File: src/rtl/eth_img_pkg.sv
// Shared definitions for the Ethernet image link (depacketizer and packetizer).
//   IMG_FRAME_HEAD : frame-start marker word carried as word1 of a header packet
//   MAX_H / MAX_V  : default largest accepted frame resolution
//   state_e        : depacketizer FSM states
package eth_img_pkg;

    localparam logic [31:0] IMG_FRAME_HEAD = 32'hF05A_A50F;
    localparam logic [15:0] MAX_H          = 16'd960;
    localparam logic [15:0] MAX_V          = 16'd540;

    typedef enum logic [2:0] {
        StIdle,
        StSeq,
        StHead,
        StRes,
        StPixHi,
        StPixLo,
        StDrop
    } state_e;

endpackage

File: src/rtl/eth_img_depkt.sv
// UDP-payload to RGB565 pixel-stream depacketizer.
//   cam_pclk, rst_n    : clock (rising edge) and asynchronous active-low reset
//   rx_valid/rx_data/rx_sop/rx_ready : payload words from the upstream FIFO
//   img_frame_start    : pulse when a valid frame header is accepted
//   img_data_en/img_data : pixel strobe and RGB565 pixel (held while idle)
//   img_h_res/img_v_res  : resolution of the current frame
//   img_frame_done     : pulse coincident with the last pixel of a frame
//   seq_err/hdr_err    : error pulses; drop_cnt counts abandoned frames (saturating)
module eth_img_depkt
    import eth_img_pkg::*;
#(
    parameter logic [31:0] IMG_FRAME_HEAD = eth_img_pkg::IMG_FRAME_HEAD,
    parameter logic [15:0] MAX_H          = eth_img_pkg::MAX_H,
    parameter logic [15:0] MAX_V          = eth_img_pkg::MAX_V
) (
    input  logic        cam_pclk,
    input  logic        rst_n,
    input  logic        rx_valid,
    input  logic [31:0] rx_data,
    input  logic        rx_sop,
    output logic        rx_ready,
    output logic        img_frame_start,
    output logic        img_data_en,
    output logic [15:0] img_data,
    output logic [15:0] img_h_res,
    output logic [15:0] img_v_res,
    output logic        img_frame_done,
    output logic        seq_err,
    output logic        hdr_err,
    output logic [15:0] drop_cnt
);

    state_e      state_q, state_d;
    logic        run_q;
    logic [31:0] seq_q, seq_d;
    logic [31:0] exp_seq_q, exp_seq_d;
    logic [31:0] pix_cnt_q, pix_cnt_d;
    logic [31:0] total_q, total_d;
    logic [15:0] lo_q, lo_d;
    logic        hdr_pend_q, hdr_pend_d;
    logic [15:0] data_q, data_d;
    logic        en_q, en_d;
    logic        start_q, start_d;
    logic        done_q, done_d;
    logic        serr_q, serr_d;
    logic        herr_q, herr_d;
    logic [15:0] h_q, h_d;
    logic [15:0] v_q, v_d;
    logic [15:0] drop_q, drop_d;

    logic        accept;
    logic [15:0] res_h, res_v;
    logic        res_bad;
    logic        seq_ok;
    logic        is_head;
    logic        last_pix;
    logic [15:0] drop_inc;

    assign res_h    = rx_data[31:16];
    assign res_v    = rx_data[15:0];
    assign res_bad  = (res_h == 16'd0) || (res_v == 16'd0) || (res_h > MAX_H) || (res_v > MAX_V);
    assign seq_ok   = (rx_data == exp_seq_q);
    assign is_head  = (rx_data == IMG_FRAME_HEAD);
    assign last_pix = (pix_cnt_q == total_q - 32'd1);
    assign drop_inc = (drop_q == 16'hFFFF) ? drop_q : drop_q + 16'd1;
    assign accept   = rx_valid && rx_ready;

    // run_q holds rx_ready low until the first clock edge after reset release.
    assign rx_ready = run_q && (state_q != StPixLo);

    // State register
    always_ff @(posedge cam_pclk or negedge rst_n) begin
        if (!rst_n) begin
            state_q <= StIdle;
        end else begin
            state_q <= state_d;
        end
    end

    // Next-state logic
    always_comb begin
        state_d = state_q;
        unique case (state_q)
            StIdle: if (accept && rx_sop) state_d = StHead;
            StHead: if (accept) state_d = rx_sop ? StHead : (is_head ? StRes : StIdle);
            StRes:  if (accept) state_d = rx_sop ? StHead : (res_bad ? StIdle : StPixHi);
            // StSeq behaves like StPixHi, but its first data word may be a new frame header.
            StPixHi, StSeq: begin
                if (accept) begin
                    if (rx_sop) begin
                        state_d = seq_ok ? StSeq : StDrop;
                    end else if (state_q == StSeq && is_head) begin
                        state_d = StRes;
                    end else if (last_pix) begin
                        state_d = StIdle;
                    end else begin
                        state_d = StPixLo;
                    end
                end
            end
            StPixLo: state_d = last_pix ? StIdle : StPixHi;
            StDrop:  if (accept && !rx_sop && hdr_pend_q && is_head) state_d = StRes;
            default: state_d = StIdle;
        endcase
    end

    // Output / datapath next-state logic
    always_comb begin
        seq_d      = seq_q;
        exp_seq_d  = exp_seq_q;
        pix_cnt_d  = pix_cnt_q;
        total_d    = total_q;
        lo_d       = lo_q;
        hdr_pend_d = hdr_pend_q;
        data_d     = data_q;
        h_d        = h_q;
        v_d        = v_q;
        drop_d     = drop_q;
        en_d       = 1'b0;
        start_d    = 1'b0;
        done_d     = 1'b0;
        serr_d     = 1'b0;
        herr_d     = 1'b0;
        unique case (state_q)
            StIdle, StHead: if (accept && rx_sop) seq_d = rx_data;
            StRes: begin
                if (accept) begin
                    if (rx_sop) begin
                        seq_d = rx_data;
                    end else if (res_bad) begin
                        herr_d = 1'b1;
                    end else begin
                        h_d       = res_h;
                        v_d       = res_v;
                        total_d   = {16'd0, res_h} * {16'd0, res_v};
                        exp_seq_d = seq_q + 32'd1;
                        pix_cnt_d = 32'd0;
                        start_d   = 1'b1;
                    end
                end
            end
            StPixHi, StSeq: begin
                if (accept) begin
                    if (rx_sop) begin
                        seq_d = rx_data;
                        if (seq_ok) begin
                            exp_seq_d = exp_seq_q + 32'd1;
                        end else begin
                            serr_d     = 1'b1;
                            drop_d     = drop_inc;
                            hdr_pend_d = 1'b1;  // this packet's word1 may already be a header
                        end
                    end else if (state_q == StSeq && is_head) begin
                        drop_d = drop_inc;      // open frame abandoned for a new header
                    end else begin
                        data_d    = rx_data[31:16];
                        lo_d      = rx_data[15:0];
                        en_d      = 1'b1;
                        done_d    = last_pix;
                        pix_cnt_d = pix_cnt_q + 32'd1;
                    end
                end
            end
            StPixLo: begin
                data_d    = lo_q;
                en_d      = 1'b1;
                done_d    = last_pix;
                pix_cnt_d = pix_cnt_q + 32'd1;
            end
            StDrop: begin
                if (accept) begin
                    if (rx_sop) begin
                        seq_d      = rx_data;
                        hdr_pend_d = 1'b1;
                    end else begin
                        hdr_pend_d = 1'b0;
                    end
                end
            end
            default: ;
        endcase
    end

    always_ff @(posedge cam_pclk or negedge rst_n) begin
        if (!rst_n) begin
            run_q      <= 1'b0;
            seq_q      <= '0;
            exp_seq_q  <= '0;
            pix_cnt_q  <= '0;
            total_q    <= '0;
            lo_q       <= '0;
            hdr_pend_q <= 1'b0;
            data_q     <= '0;
            en_q       <= 1'b0;
            start_q    <= 1'b0;
            done_q     <= 1'b0;
            serr_q     <= 1'b0;
            herr_q     <= 1'b0;
            h_q        <= '0;
            v_q        <= '0;
            drop_q     <= '0;
        end else begin
            run_q      <= 1'b1;
            seq_q      <= seq_d;
            exp_seq_q  <= exp_seq_d;
            pix_cnt_q  <= pix_cnt_d;
            total_q    <= total_d;
            lo_q       <= lo_d;
            hdr_pend_q <= hdr_pend_d;
            data_q     <= data_d;
            en_q       <= en_d;
            start_q    <= start_d;
            done_q     <= done_d;
            serr_q     <= serr_d;
            herr_q     <= herr_d;
            h_q        <= h_d;
            v_q        <= v_d;
            drop_q     <= drop_d;
        end
    end

    assign img_frame_start = start_q;
    assign img_data_en     = en_q;
    assign img_data        = data_q;
    assign img_h_res       = h_q;
    assign img_v_res       = v_q;
    assign img_frame_done  = done_q;
    assign seq_err         = serr_q;
    assign hdr_err         = herr_q;
    assign drop_cnt        = drop_q;

endmodule

File: config.mk
export PLATFORM = sky130hd
export DESIGN_NAME = eth_img_depkt
export DESIGN_NICKNAME = d
export VERILOG_FILES = /design/src/rtl/eth_img_pkg.sv /design/src/rtl/eth_img_depkt.sv
export SDC_FILE = /design/constraint.sdc
export NUM_CORES = 1
export LEC_CHECK = 0
export CAP_MARGIN = 40
export CORE_MARGIN = 2
export CORE_UTILIZATION = 50
export CTS_BUF_LIST = sky130_fd_sc_hd__clkbuf_4 sky130_fd_sc_hd__clkbuf_8
export CTS_CLUSTER_SIZE = 16
export DETAILED_ROUTE_END_ITERATION = 6
export PLACE_DENSITY = 0.68
export SLEW_MARGIN = 5
export SYNTH_ARGS = -nofsm -noshare
export SYNTH_HDL_FRONTEND = slang
export SYNTH_SLANG_ARGS = --single-unit
File: constraint.sdc
create_clock -name cam_pclk -period 6.4 [get_ports cam_pclk]
set_clock_uncertainty 0.05 [all_clocks]
set_input_delay 1.92 -clock cam_pclk [delete_from_list [all_inputs] [get_ports cam_pclk]]
set_output_delay 1.92 -clock cam_pclk [all_outputs]
set_load 0.02 [all_outputs]
==> impl_summary.md <==
Setup path
The worst endpoint data arrival time is 7490 ps. The number of buffers and inverters on the critical path is 8. The worst setup path is captured at a flop. The kind of start point of the critical path is an input pin. At the worst endpoint, the required time is 6890 ps.

The largest single stage delay on the critical path is 510 ps. The cell with the largest stage delay on the worst path is sky130_fd_sc_hd__fa_1. The signal on the critical path passes through buf_6 > buf_6 > buf_6 > and2_4 > fa_1 > inv_1 > fa_1 > inv_1 > fa_1 > fa_1 > fa_1 > inv_2 > fa_1 > inv_2 > ha_4 > buf_6 > nand3_1 > o211ai_1 > a21oi_4 > o21ai_2 > a311oi_4 > or4_4 > a311o_1 > o211ai_1. The worst setup path category is in -> reg. Counting stages on the worst path, the most repeated cell is sky130_fd_sc_hd__fa_1. Among cell families on the critical path, the largest total delay comes from adder cells.

The setup slack of the most critical reg-to-reg path is 2130 ps. The largest fanout on the critical path is 5.

Pwr
The part of the total power dissipated in sequential elements is 0.119. The design draws 0.0125 W. The internal power is 0.00710 W. In this run the power spent charging and discharging nets is 0.00540 W. Summed over all cells, the static leakage comes to 12.2 nW. The share of total power dissipated in combinational logic is 0.760. The maximum ir drop on the vdd rail is 0.000838 V. Of the total power, the share spent switching nets is 0.432.

In this run the power density over the cells is 480 mW/mm². The share of total power dissipated in the clock network is 0.121.

Route
Summing over every cut layer, the via total after detailed routing is 18300. Using the TritonRoute via totals, the vias-per-cell ratio works out to 5.72. The post-route antenna net violation count is 0.

For this run, design rule violations remaining after detail routing come to 0. The final layout contains routed wiring with a total length of 60.9 mm. The number of search-and-repair iterations in the first detailed-routing pass is 5. The mean routed wirelength per cell is 19.0 µm.

The first-iteration detailed-routing DRC count is 1756.

Status
The flow ran to the end, but the final reports show violations. The checks that failed: negative setup slack.

STA
The achievable clock frequency is 143 MHz. The max-slew violation total from the final report is 0. Setup repair after global routing could not meet its margin everywhere. The count of final hold-check violations is 0. The worst slew margin relative to its limit is 0.406. Setup violations remaining at the end of the flow were counted as 19. At the pin with the least slew margin, the transition time is 882 ps. Of the available clock period, the critical path in the final layout requires 1.09. The post-route worst setup slack is -605 ps. The final critical-path required period is 7010 ps. Adding up every negative setup slack in the final design gives -7490 ps.

Layout
Leaving out fill and tap cells, the most frequent cell in the layout is sky130_fd_sc_hd__nand2_1. After routing the design area is 0.0261 mm². For this run, the number of standard cells in the final layout without fillers is 3206. The number of nets at the end of the flow is 2973. The library cells used most frequently in the layout, excluding fill and tap cells, are sky130_fd_sc_hd__nand2_1, sky130_fd_sc_hd__inv_1, sky130_fd_sc_hd__dfrtp_1. The area growth from synthesis to final layout is 24.2%.

The fraction of final layout cells with drive strength greater than 1 is 0.221. Counting the fill cells in the layout gives 3503. Once layout is complete, the utilization of the core stands at 0.626.

Place
During placement, the flow inserted port buffers numbering 105. Once detailed placement completed, the half-perimeter wirelength came to 44.6 mm. Once placement finished, the instance area stood at 0.0239 mm². Including well taps, the total number of placed cells is 3066.

The final estimated routing congestion in global placement is 0.924.

Floorplan
The chip height is 209 µm. The number of cell rows is 75. The area of the core region is 0.0417 mm².

The floorplan step defined a die boundary enclosing 0.0436 mm². The number of top-level pins is 106. The initial core utilization is 0.504. The horizontal extent of the die is 209 µm.

Logic synthesis
The Yosys step of the flow raised 0 warnings. After synthesis, the share of flip-flops with an asynchronous set or reset is 1.00. Each instance of the synthesized netlist takes up on average 8.85 µm². The post-synthesis net count is 2708. The number of enable flip-flop cells after synthesis is 0. Yosys attributes the largest share of cell area to sky130_fd_sc_hd__dfrtp_1, sky130_fd_sc_hd__fa_1, sky130_fd_sc_hd__ha_1. After technology mapping, the gate count stands at 2370.

The area of the mapped netlist is 0.0210 mm². The synthesized design contains 218 register bits. The fraction of post-synthesis cell area in the top cell type by area is 0.260. The share of the Yosys chip area taken by registers is 0.260. The number of different library cells in the post-synthesis netlist is 80. The most used flip-flop cell after synthesis is sky130_fd_sc_hd__dfrtp_1.

The library cell with the largest summed area after synthesis is sky130_fd_sc_hd__dfrtp_1.

Flow run
The count of maximum capacitance violations is 0.

Global routing
The via count of the first global-routing pass is 18600. Entering global routing, the biggest net connects 103 pins. The initial antenna violation count is 1. The first global-routing pass estimated 99.3 mm of wire. The leftover overflow at the end of global routing is 0. Across every metal layer, demand over resource in global routing totals 0.283.

CTS
The tree is rooted in a sky130_fd_sc_hd__clkbuf_8. The clock insertion delay at the later pin of the skew report is 620 ps. The H-tree was split into 2 levels. The clock tree from TritonCTS is yes. The post-CTS clock slew at the launch and capture registers of the worst setup and hold paths is 60 ps. For this design, the sink count on the clock tree is 218. The worst-case clock buffer depth is 3. Clock tree synthesis inserted a total of 43 buffers.

Worst hold path
The class of the tightest hold or removal check is reg -> reg.
-- sequential cells by signal, indices dropped and copies added (netlist names), 3 cells and up --
name / flops
drop_cnt: 16
exp_seq_q: 32
img_data: 16
img_h_res: 16
img_v_res: 16
lo_q: 16
pix_cnt_q: 32
seq_q: 32
state_q: 3
total_q: 32
-- cells by family after synthesis --
kind of cell,count (synthesis),synth area share
adders and majority gates,302,0.249
DFF,218,0.260
AOI/OAI and AO/OA,353,0.105
other,1,0.000179
xor gates and xnor gates,137,0.0572
buffers and inverters,395,0.0719
and+or+nand+nor,870,0.208
muxes,94,0.0483
-- timing repair --
item / CTS / global route
setup endpoints to repair: 23 / 22
gates cloned: 3 / 0
buffers inserted: 56 / 17
endpoints found under the hold margin: 0 / 0
resized for setup: 213 / 135
pin swaps: 65 / 109
hold buffers: 0 / 0
-- power by group through the flow --
| stage | Combinational [W] | Clock, W | Sequential [W] |
|---|---|---|---|
| global placement | 0.00729 | 0 | 0.00150 |
| global route | 0.0104 | 0.00161 | 0.00149 |
| detailed placement | 0.00743 | 0 | 0.00151 |
| floorplan | 0.00484 | 0 | 0.00149 |
| CTS | 0.00838 | 0.00155 | 0.00148 |
| finish | 0.00950 | 0.00152 | 0.00149 |
-- layer usage --
| metal | up-vias | share of wire | track usage |
|---|---|---|---|
| met5 | - | 0 | 0 |
| met2 | 666 | 0.46 | 0.446 |
| met3 | 127 | 0.065 | 0.0445 |
| met1 | 9146 | 0.44 | 0.403 |
| li1 | 8402 | - | - |
| met4 | 0 | 0.030 | 0.0914 |
-- final timing paths --
check | end | cells after the start | from
setup / recovery | total_q[30] | 24 | rx_data[4]
hold / removal | img_h_res[4] | 2 | img_h_res[4]
setup reg to reg | exp_seq_q[31] | 8 | state_q[2]
hold reg to reg | img_h_res[4] | 2 | img_h_res[4]
max in group asynchronous | seq_q[15] | 3 | rst_n
min in group asynchronous | img_h_res[11] | 1 | rst_n
-- worst register-to-register path: cells and delay by family, from the launching register on --
kind | cells | cell delay [ps]
mux | 1 | 530
flops | 1 | 640
simple gates | 3 | 1760
xor+xnor | 1 | 470
compound gates | 3 | 670
-- through the flow --
| step | hold WS [ps] | setup slack, ps |
|---|---|---|
| floorplan | 394 | -1120 |
| global placement | 403 | -1790 |
| detailed placement | 405 | -1860 |
| CTS | 420 | -708 |
| global route | 441 | -745 |
| finish | 412 | -605 |
-- layout make-up --
type	instances	area, µm²	area share
clock inverter	13	105	0.00403
antenna	1	2.50	0.0000960
clock buffer	63	798	0.0306
inverter	252	946	0.0363
sequential	218	5460	0.209
timing repair buffer	363	3350	0.129
tap	539	674	0.0259
multi-input combinational	1757	14700	0.565
-- Yosys cell counts (4+ instances only) --
library cell                  n
sky130_fd_sc_hd__or2_2        7
sky130_fd_sc_hd__or3_1       20
sky130_fd_sc_hd__ha_1       108
sky130_fd_sc_hd__nand2_1    348
sky130_fd_sc_hd__dfrtp_1    218
sky130_fd_sc_hd__a211oi_1    12
sky130_fd_sc_hd__a31oi_1     25
sky130_fd_sc_hd__mux2i_1     36
sky130_fd_sc_hd__a21o_1      13
sky130_fd_sc_hd__mux2_2      58
sky130_fd_sc_hd__a21oi_1     76
sky130_fd_sc_hd__and2_1     144
sky130_fd_sc_hd__nor3b_1      4
sky130_fd_sc_hd__nor2b_1      7
sky130_fd_sc_hd__clkbuf_1   131
sky130_fd_sc_hd__inv_1      251
sky130_fd_sc_hd__o31ai_1     20
sky130_fd_sc_hd__a41oi_1      4
sky130_fd_sc_hd__a21boi_0     4
sky130_fd_sc_hd__a2111oi_0    4
sky130_fd_sc_hd__nor4b_1      4
sky130_fd_sc_hd__nand3_1     72
sky130_fd_sc_hd__o211ai_1    16
sky130_fd_sc_hd__and4_1       5
sky130_fd_sc_hd__xor2_1      75
sky130_fd_sc_hd__nor2_1      84
sky130_fd_sc_hd__and3_1      32
sky130_fd_sc_hd__nor3_1      38
sky130_fd_sc_hd__xnor2_1     62
sky130_fd_sc_hd__a311oi_1     5
sky130_fd_sc_hd__nand4_1     21
sky130_fd_sc_hd__nand2b_1    15
sky130_fd_sc_hd__nand3b_1     4
sky130_fd_sc_hd__o21bai_1     4
sky130_fd_sc_hd__nor4_1      28
sky130_fd_sc_hd__or4_1       15
sky130_fd_sc_hd__o21ai_0    121
sky130_fd_sc_hd__o21a_1       5
sky130_fd_sc_hd__buf_1        6
sky130_fd_sc_hd__nand4b_1     4
sky130_fd_sc_hd__fa_1       194
Power figures use the tool's default switching activity.
==> variant: new RTL, same settings <==
Take the reset off `v_q` and load it in a clocked block of its own.
--- a/src/rtl/eth_img_depkt.sv
+++ b/src/rtl/eth_img_depkt.sv
@@ -197,7 +197,6 @@
             serr_q     <= 1'b0;
             herr_q     <= 1'b0;
             h_q        <= '0;
-            v_q        <= '0;
             drop_q     <= '0;
         end else begin
             run_q      <= 1'b1;
@@ -214,9 +213,12 @@
             serr_q     <= serr_d;
             herr_q     <= herr_d;
             h_q        <= h_d;
-            v_q        <= v_d;
             drop_q     <= drop_d;
         end
+    end
+
+    always_ff @(posedge cam_pclk) begin
+        v_q <= v_d;
     end
 
     assign img_frame_start = start_q;
Check against the original RTL: no difference found for any inputs over 4 cycles, from zero or initial values and one cycle with rst_n low; that may be too few to reach the edited logic, so the function may still have changed.
==> variant against the unedited design <==
Worst setup slack barely moved. The run still ends with negative setup slack left. Critical path type unchanged. Combinational power up 17%. Total power increased by 14%. Design area up 2.4%. Routed wire length grew 10%. Sequential cell count is the same. Area after synthesis shrank 1.1%. Maximum frequency stayed put.
==> variant: results (changes against the unedited design) <==
{| class="wikitable"
! Metric !! Value
|-
| Status || finished with violations
|-
| Violated checks || negative setup slack
|-
| Number of instances in the placed design || 3,050 (-0.52%)
|-
| Sum of net half-perimeters after detailed placement || 46,500 µm (+4.2%)
|-
| Global routing usage on met2 || 0.511 (+0.0648)
|-
| Setup TNS || -5370 ps (+2110 ps)
|-
| Fraction of cell area in non-clock buffers || 0.153 (+0.0240)
|-
| Worst supply voltage drop on vdd || 674 µV (-20%)
|-
| Overall track demand over capacity in global routing || 0.311 (+0.0273)
|-
| TritonRoute pass-1 iters || 6 (+1)
|-
| Latest clock arrival within the worst-skew pair || 640 ps (+20 ps)
|-
| Met3 Routed Length || 5540 µm (+40%)
|-
| Finish-stage setup viols || 16 (-3)
|-
| HP Start || img_h_res[0]$_DFFE_PN0P_
|-
| Worst hold path endpoint || img_h_res[0]$_DFFE_PN0P_
|-
| Number of placement rows || 74 (-1.3%)
|-
| Met3 Usage GRT || 0.0638 (+0.0194)
|-
| Post-layout nets || 2,994 (+0.71%)
|-
| Worst Hold Slack || 416 ps (+3.66 ps)
|-
| Worst Setup Slack, final || -605 ps (+0.00400 ps)
|-
| Antenna violations before repair || 2 (+1)
|-
| Total cell area at the placement stage || 24,100 µm² (+0.79%)
|-
| Path depth of the worst reg2reg path || 10 (+2)
|-
| Average vias per placed instance || 5.83 (+2.0%)
|-
| M1 GR Usage || 0.391 (-0.0117)
|}
[variant: kinds of logic (layout without fill, tap and decap cells)]
| kind of cell | count (synthesis) | in the layout | synth area share |
|---|---|---|---|
| adder cells (fa/ha/maj) | 302 | 302 | 0.252 |
| other | 1 | 2 | 0.000181 |
| multiplexers | 96 | 96 | 0.0497 |
| buffers and inverters | 377 | 725 | 0.0683 |
| flip-flops | 218 | 218 | 0.267 |
| XOR/XNOR | 128 | 128 | 0.0544 |
| AO/OA/AOI/OAI | 348 | 348 | 0.103 |
| AND/OR/NAND/NOR | 868 | 868 | 0.205 |
[variant: power by group through the flow]
stage                     registers (mW)  clock network (mW)  logic [mW]
final                               1.68                1.46        11.1
after global routing                1.69                1.55        12.0
after CTS                           1.67                1.49        10.1
after detailed placement            1.69                   0        8.56
after global placement              1.69                   0        8.39
after floorplan                     1.71                   0        5.36
[variant: what timing repair did]
action	CTS	global route
pin swaps	87	67
cloned	13	1
resized for setup	238	122
setup buffers	64	22
setup endpoints to repair	20	20
